File: src/rtl/pool_sequencer.sv
`default_nettype none
// ============================================================================
// Module      : pool_sequencer
// Description : Address/control sequencer for 2x2 max/avg pooling of a
//               feature map streamed element-by-element from a systolic
//               array. Drives regfile read/write addresses, write strobes,
//               the pooling input mux and the completed-window index.
//               Optional macro POOL_PERF_EN adds a 16-bit RUN-cycle counter
//               output perf_cycles.
// Revision    : 1.0 - initial release
// ============================================================================
module pool_sequencer #(
  parameter int IMG_W   = 8,
  parameter int IMG_H   = 8,
  parameter int ADDR_W  = 3,
  parameter int OADDR_W = 4
) (
  input  logic               clk,
  input  logic               nrst,
  input  logic               start,
  input  logic               in_valid,
  output logic               mux_en,
  output logic               wr_ctrl1,
  output logic               wr_ctrl2,
  output logic [ADDR_W-1:0]  current_adrs1,
  output logic [ADDR_W-1:0]  current_adrs2,
  output logic [ADDR_W-1:0]  current_adrs_out,
  output logic               out_valid,
  output logic [OADDR_W-1:0] out_idx,
  output logic               busy,
  output logic               pool_done
`ifdef POOL_PERF_EN
  ,
  output logic [15:0]        perf_cycles
`endif
);

  localparam int CW = $clog2(IMG_W);
  localparam int RW = $clog2(IMG_H);

  localparam logic [1:0] ST_IDLE = 2'd0;
  localparam logic [1:0] ST_RUN  = 2'd1;
  localparam logic [1:0] ST_DONE = 2'd2;

  logic [1:0]    state;
  logic [CW-1:0] col;
  logic [RW-1:0] row;
  logic          run;
  logic          take;
  logic          col_last;
  logic          row_last;

  assign run      = (state == ST_RUN);
  assign take     = run && in_valid;
  assign col_last = (col == CW'(IMG_W - 1));
  assign row_last = (row == RW'(IMG_H - 1));

  // FSM and element counters; counters wrap back to 0 after the last element
  always_ff @(posedge clk or negedge nrst) begin
    if (!nrst) begin
      state <= ST_IDLE;
      col   <= '0;
      row   <= '0;
    end else begin
      case (state)
        ST_IDLE: begin
          if (start) begin
            state <= ST_RUN;
            col   <= '0;
            row   <= '0;
          end
        end
        ST_RUN: begin
          if (in_valid) begin
            if (col_last) begin
              col <= '0;
              if (row_last) begin
                row   <= '0;
                state <= ST_DONE;
              end else begin
                row <= row + 1'b1;
              end
            end else begin
              col <= col + 1'b1;
            end
          end
        end
        ST_DONE: state <= ST_IDLE;
        default: state <= ST_IDLE;
      endcase
    end
  end

  // Read and write share one regfile slot per column pair of the window
  assign current_adrs1    = ADDR_W'(col >> 1);
  assign current_adrs2    = ADDR_W'(col >> 1);
  assign current_adrs_out = ADDR_W'(col >> 1);

  // Zero-latency window decode from the parity of (row, col)
  always_comb begin
    mux_en    = 1'b0;
    wr_ctrl1  = 1'b0;
    wr_ctrl2  = 1'b0;
    out_valid = 1'b0;
    out_idx   = '0;
    if (run) begin
      // first element of a window passes raw; all others combine
      mux_en = row[0] | col[0];
      if (take) begin
        if (!row[0] && !col[0]) begin
          wr_ctrl1 = 1'b1;
        end else if (row[0] && col[0]) begin
          out_valid = 1'b1;
          out_idx   = OADDR_W'((32'(row >> 1) * (IMG_W / 2)) + 32'(col >> 1));
        end else begin
          wr_ctrl2 = 1'b1;
        end
      end
    end
  end

  assign busy      = run;
  assign pool_done = (state == ST_DONE);

`ifdef POOL_PERF_EN
  // RUN-cycle counter: cleared on accepted start, saturates, holds afterwards
  always_ff @(posedge clk or negedge nrst) begin
    if (!nrst) begin
      perf_cycles <= 16'd0;
    end else if (state == ST_IDLE && start) begin
      perf_cycles <= 16'd0;
    end else if (run && perf_cycles != 16'hFFFF) begin
      perf_cycles <= perf_cycles + 16'd1;
    end
  end
`endif

endmodule
`default_nettype wire

File: config.mk
export PLATFORM = sky130hd
export DESIGN_NAME = pool_sequencer
export DESIGN_NICKNAME = d
export VERILOG_FILES = /design/src/rtl/pool_sequencer.sv
export SDC_FILE = /design/constraint.sdc
export NUM_CORES = 1
export LEC_CHECK = 0
export ABC_AREA = 1
export BUFFER_PORTS_ARGS = -buffer_cell sky130_fd_sc_hd__buf_2
export CAP_MARGIN = 15
export CORE_AREA = 2 2 39 41
export DETAILED_ROUTE_END_ITERATION = 8
export DIE_AREA = 0 0 41 43
export PLACE_DENSITY = 0.79
export SLEW_MARGIN = 20
export SYNTH_ARGS = -nofsm -noshare
export SYNTH_HDL_FRONTEND = slang
export SYNTH_SLANG_ARGS = --single-unit
File: constraint.sdc
create_clock -name clk -period 3.9 [get_ports clk]
set_input_delay 0.39 -clock clk [delete_from_list [all_inputs] [get_ports clk]]
set_output_delay 0.39 -clock clk [all_outputs]
set_load 0.01 [all_outputs]
Word level (Yosys, flattened, before mapping)
Cells that the tools add are included.
{ "totals": {"reg_bits": 8, "inputBits": 4} }
{ "op_classes": {"n_addsub": 3, "eq_ne": 8, "muxes": 29, "bitwise_logic": 1, "reduce_logical": 10} }
{ "ops": {"columns": ["operator", "n"], "rows": [
  ["3-bit 2-to-1 mux", 6],
  ["4-bit 2-to-1 mux", 4],
  ["1-bit 2-to-1 mux", 12],
  ["3-bit case mux with 2 select lines", 2],
  ["2-bit 2-to-1 mux", 4],
  ["4-bit AND reduction", 2],
  ["3-bit by 1-bit adder with 3-bit output (second input constant)", 2],
  ["3-bit == test (second input constant)", 2],
  ["4-bit by 2-bit adder with 4-bit output", 1],
  ["2-bit by 1-bit != test with 1-bit output (second input constant)", 2],
  ["2-bit != test (second input constant)", 2],
  ["2-bit case mux with 2 select lines", 1],
  ["1-bit logical AND", 3],
  ["3-bit AND reduction", 1],
  ["2-bit by 1-bit == test with 1-bit output (second input constant)", 1],
  ["2-bit == test (second input constant)", 1],
  ["1-bit logical NOT", 2],
  ["2-bit logical NOT", 1],
  ["2-bit nonzero test", 1],
  ["1-bit OR", 1]
]} }

Depth between registers and ports, before layout
Gate-level depths: netlist of the first run.
{ "logic_depth": {"depth_word": 5, "ltp_mapped": 7, "ltp_nobuf": 7} }

Least setup slack after synthesis of the first run
OpenSTA, ideal clock, no wires.
{ "synth_timing": {"path_type": "register to output", "start": "register state[1]", "end": "output port out_idx[0]", "t_arrival_ps": 1116, "required_time_ps": 3510, "setup_slack_ps": 2394, "path_stages_with_launch": 5, "n_path_buf": 0, "cell_sequence": "dfrtp_1 -> nor2_4 -> inv_4 -> or2_4 -> nor2_1"} }
{ "synth_between": {"elab_chain_len": 4} }
{ "synth_rtl": {"columns": ["item", "line", "source"], "rows": [
  ["start: declaration", "45", "logic [1:0] state;"],
  ["start signal: assignment", "61", "state <= ST_IDLE;"],
  ["start signal: assignment", "68", "state <= ST_RUN;"],
  ["start signal: assignment", "79", "state <= ST_DONE;"],
  ["2-bit by 1-bit == test with 1-bit output *", "53", "assign run = (state == ST_RUN);"],
  ["via busy", "30", "output logic busy,"],
  ["1-bit logical AND", "54", "assign take = run && in_valid;"],
  ["4-bit 2-to-1 mux", "109", "if (take) begin"],
  ["4-bit 2-to-1 mux *", "106", "if (run) begin"],
  ["end: declaration", "29", "output logic [OADDR_W-1:0] out_idx,"]
]} }
Mark *: on every way through the listed nets, which the timed path passes. The rest lies on a longest branch.

Worst setup path after layout of the first run
{ "layout_timing": {"start": "register state[1]", "end": "output port out_idx[2]"} }
{ "layout_between": {"elab_chain_len": 4} }
{ "layout_rtl": {"columns": ["item", "line"], "rows": [
  ["2-bit by 1-bit == test with 1-bit output *", "53"],
  ["1-bit logical AND", "54"],
  ["4-bit 2-to-1 mux", "109"],
  ["4-bit 2-to-1 mux *", "106"]
]} }
Every way passes the cells marked *; elsewhere a longest branch is shown, timed or not.

==> metrics, run 1 <==
CP required=3.51 ns; Final Skew=0.00635 ns; MaxCap Viol Count=0; gpl congestion=0.805; Nets=120; first-pass GRT wire length=1940 um; clock latency on the worst-skew pair=0.26 ns; area share of the largest cell type after synthesis=30.8%; IO Count=23; Syn Std Cell Area=651 um2; synth warn=0; WL met3=54 um; # DRC=0; WL/cell=10.3 um; die area=1760 um2; R2R Setup Slk=2.55 ns; Final HPWL DP=1010 um; Min-Delay Path Depth=3; share of cells above drive strength 1=25.5%; Pre-Repair DR Iteration Count=2; FP Rows=14; core area=1380 um2; Place WS=2.31 ns; CP startpoint kind=register; Pwr Density=782 nW/um2; Worst R2R Path Depth=6; most frequent cells in the layout=nand2_1, buf_2, inv_1, nor2_1; Max Freq=0.532 GHz; met2 wire len=626 um; hold crit path type=input port to register; worst r2r src=col[1]$_DFFE_PN0P_; fraction of the yosys area taken by sequential cells=30.8%; Worst Min Path Start=in_valid; RSZ-0062 raised after global routing=false; post-synthesis cell count=90; die width=41 um; peak supply drop=283 uV; DIE HEIGHT=43 um; element type at the critical path end=output port; routed wire length=1250 um; Global Route Usage Sum=16.6%; number of buffers created by CTS=3; Final Hold Fails=0; top cells by area, synth=dfrtp_1, ha_1, nand2_1; synthesized area per cell=7.23 um2; Post-DRT Antenna Nets=0; final worst-path cycle share=48.2%; port bufs=19; synth-to-layout area growth=13.5%; # diodes=0; largest net degree at the start of global routing=9; Leakage=0.461 nW; Design Area, Final=738 um2; antenna violations before repair=0; First DRT Iteration DRCs=8; flops & latches, synth=8; Max clock buf depth=2; CTS H-tree lvls=1; placed cell area=706 um2; crit-path max FO=8; status=finished, final reports clean; Tmin final=1.88 ns; via count of the first global-routing pass=463; Hold EP=col[1]$_DFFE_PN0P_; CTS tree=yes; cell taking the most area after synthesis=dfrtp_1; Via density=4.70; crit path kind=register to output port; final setup vio count=0; CTS Sinks=8; commonest non-fill, non-tap cell in the layout=nand2_1; Crit Reg-Reg Endpoint=row[0]$_DFFE_PN0P_; Vias=574; clock root buffer=clkbuf_4; final setup TNS=0 ns; grt ovf=0; clk slew on worst S/H paths=0.06 ns; top sig layer=met4; Cell variety after synth=18; met1 wire length=546 um; Slew Viols, Final=0; setup ws final=2.02 ns; Initial Util=47.0%; crit path DAT=1.49 ns
## metal layers
metal,track usage (%),vias to the layer above
met3,4.71,3
met2,22.2,12
met1,22.9,263
li1,-,296
met4,10.0,0
met5,0,-
## cell families after synthesis
logic type / Yosys count / synth area share (%)
buffers and inverters: 24 / 19.4
adders and majority gates: 8 / 15.4
AOI/OAI and AO/OA: 4 / 3.27
and+or+nand+nor: 45 / 30.6
other: 1 / 0.576
DFF: 8 / 30.8
## area by class of cell
cell class | count | area (um2)
Inverter | 15 | 58.8
Timing Repair Buffer | 20 | 105
Fill cell | 138 | 646
Tap cell | 16 | 20.0
Multi-Input combinational cell | 60 | 332
Clock buffer | 3 | 22.5
Sequential cell | 8 | 200
## where the power goes
part	total, mW	switching, mW	internal [mW]
Combinational	0.348	0.207	0.141
Sequential	0.162	0.0426	0.119
Clock	0.0672	0.0317	0.0355
## state kept, by name, summed over array words and instances, names as in the netlist
signal  cells
col         3
row         3
state       2
## critical path, cell delays in order, from the launching register on
cell,delay (ns)
dfrtp_1,0.42
nor2_4,0.23
inv_4,0.07
or2_4,0.25
nor2_1,0.12
buf_2,0.14
## synth_stat cells
master / n
ha_1: 8
nand2_1: 21
nor2_1: 12
inv_2: 2
o21ai_1: 1
nand3b_1: 1
inv_4: 1
a31oi_1: 1
or2_4: 1
dfrtp_1: 8
inv_1: 12
nor2_4: 1
nand3_1: 7
nor3b_1: 1
conb_1: 1
buf_4: 9
o21ai_0: 2
nor3_1: 1
## worst max-delay path by stage
stage,from,endpoint,slack [ns]
6_report,state[1]$_DFFE_PN0P_,out_idx[2],2.02
4_1_cts,state[1]$_DFFE_PN0P_,out_idx[2],2.02
5_1_grt,state[0]$_DFFE_PN0P_,out_idx[2],1.89
3_5_place_dp,state[1]$_DFFE_PN0P_,out_idx[2],2.31
2_1_floorplan,state[1]$_DFFE_PN0P_,out_idx[0],2.39
3_3_place_gp,state[1]$_DFFE_PN0P_,out_idx[2],2.30
## timing repair
action | in CTS | in global routing
hold buffers | 1 | 0
setup buffers | 0 | 0
endpoints found under the hold margin | 8 | 0
gates resized for setup | 0 | 0
## through the flow
step           util, %  instances  power [mW]  hold slack [ns]
5_1_grt           53.3        122       0.642            0.446
6_report          53.3        122       0.577            0.422
3_5_place_dp      51.0        118       0.512            0.249
3_3_place_gp      51.0        118       0.498            0.245
2_1_floorplan        -         92       0.442           0.0944
4_1_cts           53.3        122       0.584            0.421
No activity file was read; power rests on OpenSTA's default activity.
==> inputs of run 2 (changes only) <==
- CORE_AREA: 2 2 39 41 -> unset
- CORE_MARGIN: unset -> 2
- CORE_UTILIZATION: unset -> 47
- DIE_AREA: 0 0 41 43 -> unset
- PLACE_DENSITY: 0.79 -> 0.76
- clock period: 3.9 -> 1.95 ns (I/O delays scaled with it)
==> run 2 against run 1 <==
Critical path depth did not move. Clock skew fell by 0.0044 ns. Hold slack got worse by 0.20 ns. Cell count fell by 0.82%. Die area fell by 3.7%. Sequential power rose by 99%. Largest power group unchanged.
==> metrics, run 2 (synthesized netlist as in run 1, its figures left out) <==
die area=1700 um2; grt ovf=0; MaxCap Viol Count=0; final setup vio count=0; Non-Filler Instances=121; biggest regs=col x3, row x3, state x2; Vias=546; largest net degree at the start of global routing=9; crit path DAT=1.49 ns; GR Util met1=22.9%; number of buffers created by CTS=3; clock latency on the worst-skew pair=0.26 ns; via count of the first global-routing pass=453; placed cell area=704 um2; GR peak layer=met2; Design Area, Final=737 um2; clk slew on worst S/H paths=0.06 ns; Initial Util=50.0%; CTS tree=yes; met2 Use GR=26.2%; # diodes=0; Global Route Usage Sum=17.7%; CP startpoint kind=register; IO Count=23; First DRT Iteration DRCs=6; FP Rows=13; core area=1300 um2; gpl congestion=0.820; final worst-path cycle share=86.3%; final setup TNS=0 ns; share of cells above drive strength 1=25.5%; Max clock buf depth=2; status=finished, final reports clean; Post-CTS Resized=0; setup ws final=0.267 ns; commonest non-fill, non-tap cell in the layout=nand2_1; CTS H-tree lvls=1; routed wire length=1210 um; first-pass GRT wire length=1860 um; synth-to-layout area growth=13.3%; Pwr Density=1550 nW/um2; Tot Pwr=1.14 mW; final hold slack=0.222 ns; Post-DRT Antenna Nets=0; clock root buffer=clkbuf_4; Pre-Repair DR Iteration Count=4; CTS Sinks=8; port bufs=19; Place WS=0.546 ns; met3 usage in global routing=4.89%; most frequent cells in the layout=nand2_1, buf_2, inv_1, nor2_1; # DRC=0; die width=41.2 um; element type at the critical path end=output port; WL/cell=10.0 um; hold crit path type=input port to register; DIE HEIGHT=41.2 um; Via density=4.51; Tmin final=1.68 ns; Final Hold Fails=0; final core occ=56.6%; peak supply drop=710 uV; crit-path max FO=8; CP required=1.75 ns; Leakage=0.461 nW; Nets=120; Max Freq=0.594 GHz; Final Skew=0.00199 ns; RSZ-0062 raised after global routing=false; Final HPWL DP=952 um; antenna violations before repair=0; cell total after placement=117; crit path kind=register to output port; Slew Viols, Final=0
==> run 2: final timing paths <==
kind                                      startpoint                 end  slack, ns  cells after the start
worst max register to register    col[1]$_DFFE_PN0P_  row[0]$_DFFE_PN0P_       0.58                      6
max in group asynchronous                       nrst  col[2]$_DFFE_PN0P_       1.47                      2
worst min register to register    row[1]$_DFFE_PN0P_  row[1]$_DFFE_PN0P_       0.53                      2
worst min-delay path                        in_valid  col[1]$_DFFE_PN0P_       0.22                      3
worst max-delay path            state[1]$_DFFE_PN0P_          out_idx[1]       0.27                      5
min in group asynchronous                       nrst  row[2]$_DFFE_PN0P_       0.31                      2
==> run 2: power by group <==
group          switching [mW]  internal [mW]
Sequential             0.0834          0.238
Clock                  0.0641         0.0710
Combinational           0.404          0.278
==> run 2: layout make-up <==
type,instances,area [um2]
clock buffer,3,22.5
fill,134,564
inverter,15,58.8
multi-input combinational,60,332
sequential,8,200
tap,15,18.8
timing repair buffer,20,105
==> run 2: routing by layer <==
metal	routed length, um	vias up
met1	555	235
met2	590	12
met3	48	3
met5	0	-
li1	-	296
met4	15	0
==> run 2: repair_timing <==
action	CTS	global route
hold endpoints to repair	8	0
hold buffers	1	0
buffers inserted	0	0
==> run 2: critical path, cell delays in order, from the launching register on <==
cell     delay (ns)
dfrtp_1        0.42
nor2_4         0.22
inv_4          0.07
or2_4          0.25
nor2_1         0.11
buf_2          0.14
==> inputs of run 3 (changes only) <==
- clock period: 1.95 -> 1.7 ns (I/O delays scaled with it)
==> run 3 against run 2 <==
Non-clock buffer count up 4. Via count increased by 7.5%. Total power grew 23%. Clock power grew 17%. Register-to-register slack got worse by 0.33 ns. Hold slack got worse by 0.024 ns. Die area stayed put. First-iteration DRC count rose by 33%. Cell count is 3.3% higher. Critical path depth grew 1. Largest cell class unchanged.
==> metrics, run 3 (synthesized netlist as in run 1, its figures left out) <==
status=finished, final reports clean; Final Skew=0.000388 ns; # diodes=0; Multi-input gate area=334 um2; port bufs=19; via count of the first global-routing pass=445; Top delay family on crit path=simple AND/OR/NAND/NOR gates; First DRT Iteration DRCs=8; Slew Viols, Final=0; Nets=124; Max Freq=0.609 GHz; CTS H-tree lvls=1; gpl congestion=0.836; placed cell area=704 um2; crit path DAT=1.47 ns; most frequent cells in the layout=nand2_1, buf_2, inv_1, nor2_1; die area=1700 um2; element type at the critical path end=output port; grt ovf=0; met3 usage in global routing=4.89%; worst stage delay on the critical path=0.38 ns; Post-DRT Antenna Nets=0; cell total after placement=117; crit-path max FO=6; antenna violations before repair=0; final hold slack=0.199 ns; share of cells above drive strength 1=30.0%; commonest non-fill, non-tap cell in the layout=nand2_1; # DRC=0; Pre-Repair DR Iteration Count=2; Initial Util=50.0%; routed wire length=1310 um; Design Area, Final=769 um2; WL/cell=10.4 um; Max clock buf depth=2; IO Count=23; Final HPWL DP=986 um; crit path kind=register to output port; CP Cell Sequence=inv_2 -> nor2_4 -> inv_4 -> or2_4 -> nor2_1 -> buf_2; GR peak layer=met2; core area=1300 um2; Via density=4.70; clock latency on the worst-skew pair=0.26 ns; largest net degree at the start of global routing=9; clk slew on worst S/H paths=0.06 ns; CP required=1.53 ns; Vias=587; CTS Sinks=8; final setup vio count=0; Final Hold Fails=0; die width=41.2 um; fill count=141; Tmin final=1.64 ns; MaxCap Viol Count=0; GR Util met1=21.2%; FP Rows=13; biggest regs=col x3, row x3, state x2; first-pass GRT wire length=1900 um; Pwr Density=1820 nW/um2; hold crit path type=input port to register; final worst-path cycle share=96.6%; Leakage=0.479 nW; peak supply drop=898 uV; DIE HEIGHT=41.2 um; Non-Filler Instances=125; CP startpoint kind=register; Global Route Usage Sum=17.9%; Critical path buffers and inverters=3; Tot Pwr=1.40 mW; clock root buffer=clkbuf_4; Slowest-stage cell, CP=dfrtp_1; number of buffers created by CTS=3; synth-to-layout area growth=18.3%; CTS tree=yes; met2 Use GR=28.9%; register area=200 um2
## run 3: power breakdown
group          switching (mW)  total [mW]  internal (mW)
Combinational           0.497       0.874          0.377
Clock                  0.0765       0.158         0.0816
Sequential             0.0920       0.365          0.273
## run 3: cell type report
cell class | instances | share of cell area [%]
inverter | 15 | 7.64
multi-input combinational | 60 | 43.4
timing repair buffer | 24 | 17.6
clock buffer | 3 | 2.93
tap | 15 | 2.44
sequential | 8 | 26.0
## run 3: final timing paths
kind / cells after the start / slack [ns] / startpoint / to
max: 6 / 0.06 / state[0]$_DFFE_PN0P_ / out_idx[1]
min: 3 / 0.20 / in_valid / col[2]$_DFFE_PN0P_
max reg2reg: 6 / 0.25 / col[0]$_DFFE_PN0P_ / state[1]$_DFFE_PN0P_
min reg2reg: 2 / 0.52 / row[2]$_DFFE_PN0P_ / row[2]$_DFFE_PN0P_
max in group asynchronous: 2 / 1.25 / nrst / col[0]$_DFFE_PN0P_
min in group asynchronous: 2 / 0.28 / nrst / state[1]$_DFFE_PN0P_
## run 3: what timing repair did
item	in CTS	in global routing
gates resized for setup	0	2
endpoints found under the hold margin	8	0
setup endpoints to repair	0	4
buffers inserted	0	4
hold buffers	1	0
## run 3: worst register-to-register path: cells and delay by family (launching register included)
kind / cells / cell delay (ns)
flops: 1 / 0.39
fa+ha+maj: 2 / 0.32
compound gates: 1 / 0.25
simple gates: 1 / 0.22
buf+inv: 2 / 0.19
## run 3: through the flow
step           setup WS (ns)  util, %  setup TNS [ns]
2_1_floorplan          0.414        -               0
4_1_cts               0.0523     56.6               0
3_3_place_gp           0.350     54.1               0
6_report              0.0574     59.1               0
5_1_grt             -0.00769     59.1         -0.0103
3_5_place_dp           0.338     54.1               0
## run 3: metal layers
| layer | wire length, um | part of all wire (%) |
|---|---|---|
| met5 | 0 | 0 |
| met4 | 25 | 1.9 |
| met3 | 52 | 4.0 |
| met2 | 677 | 52 |
| met1 | 550 | 42 |
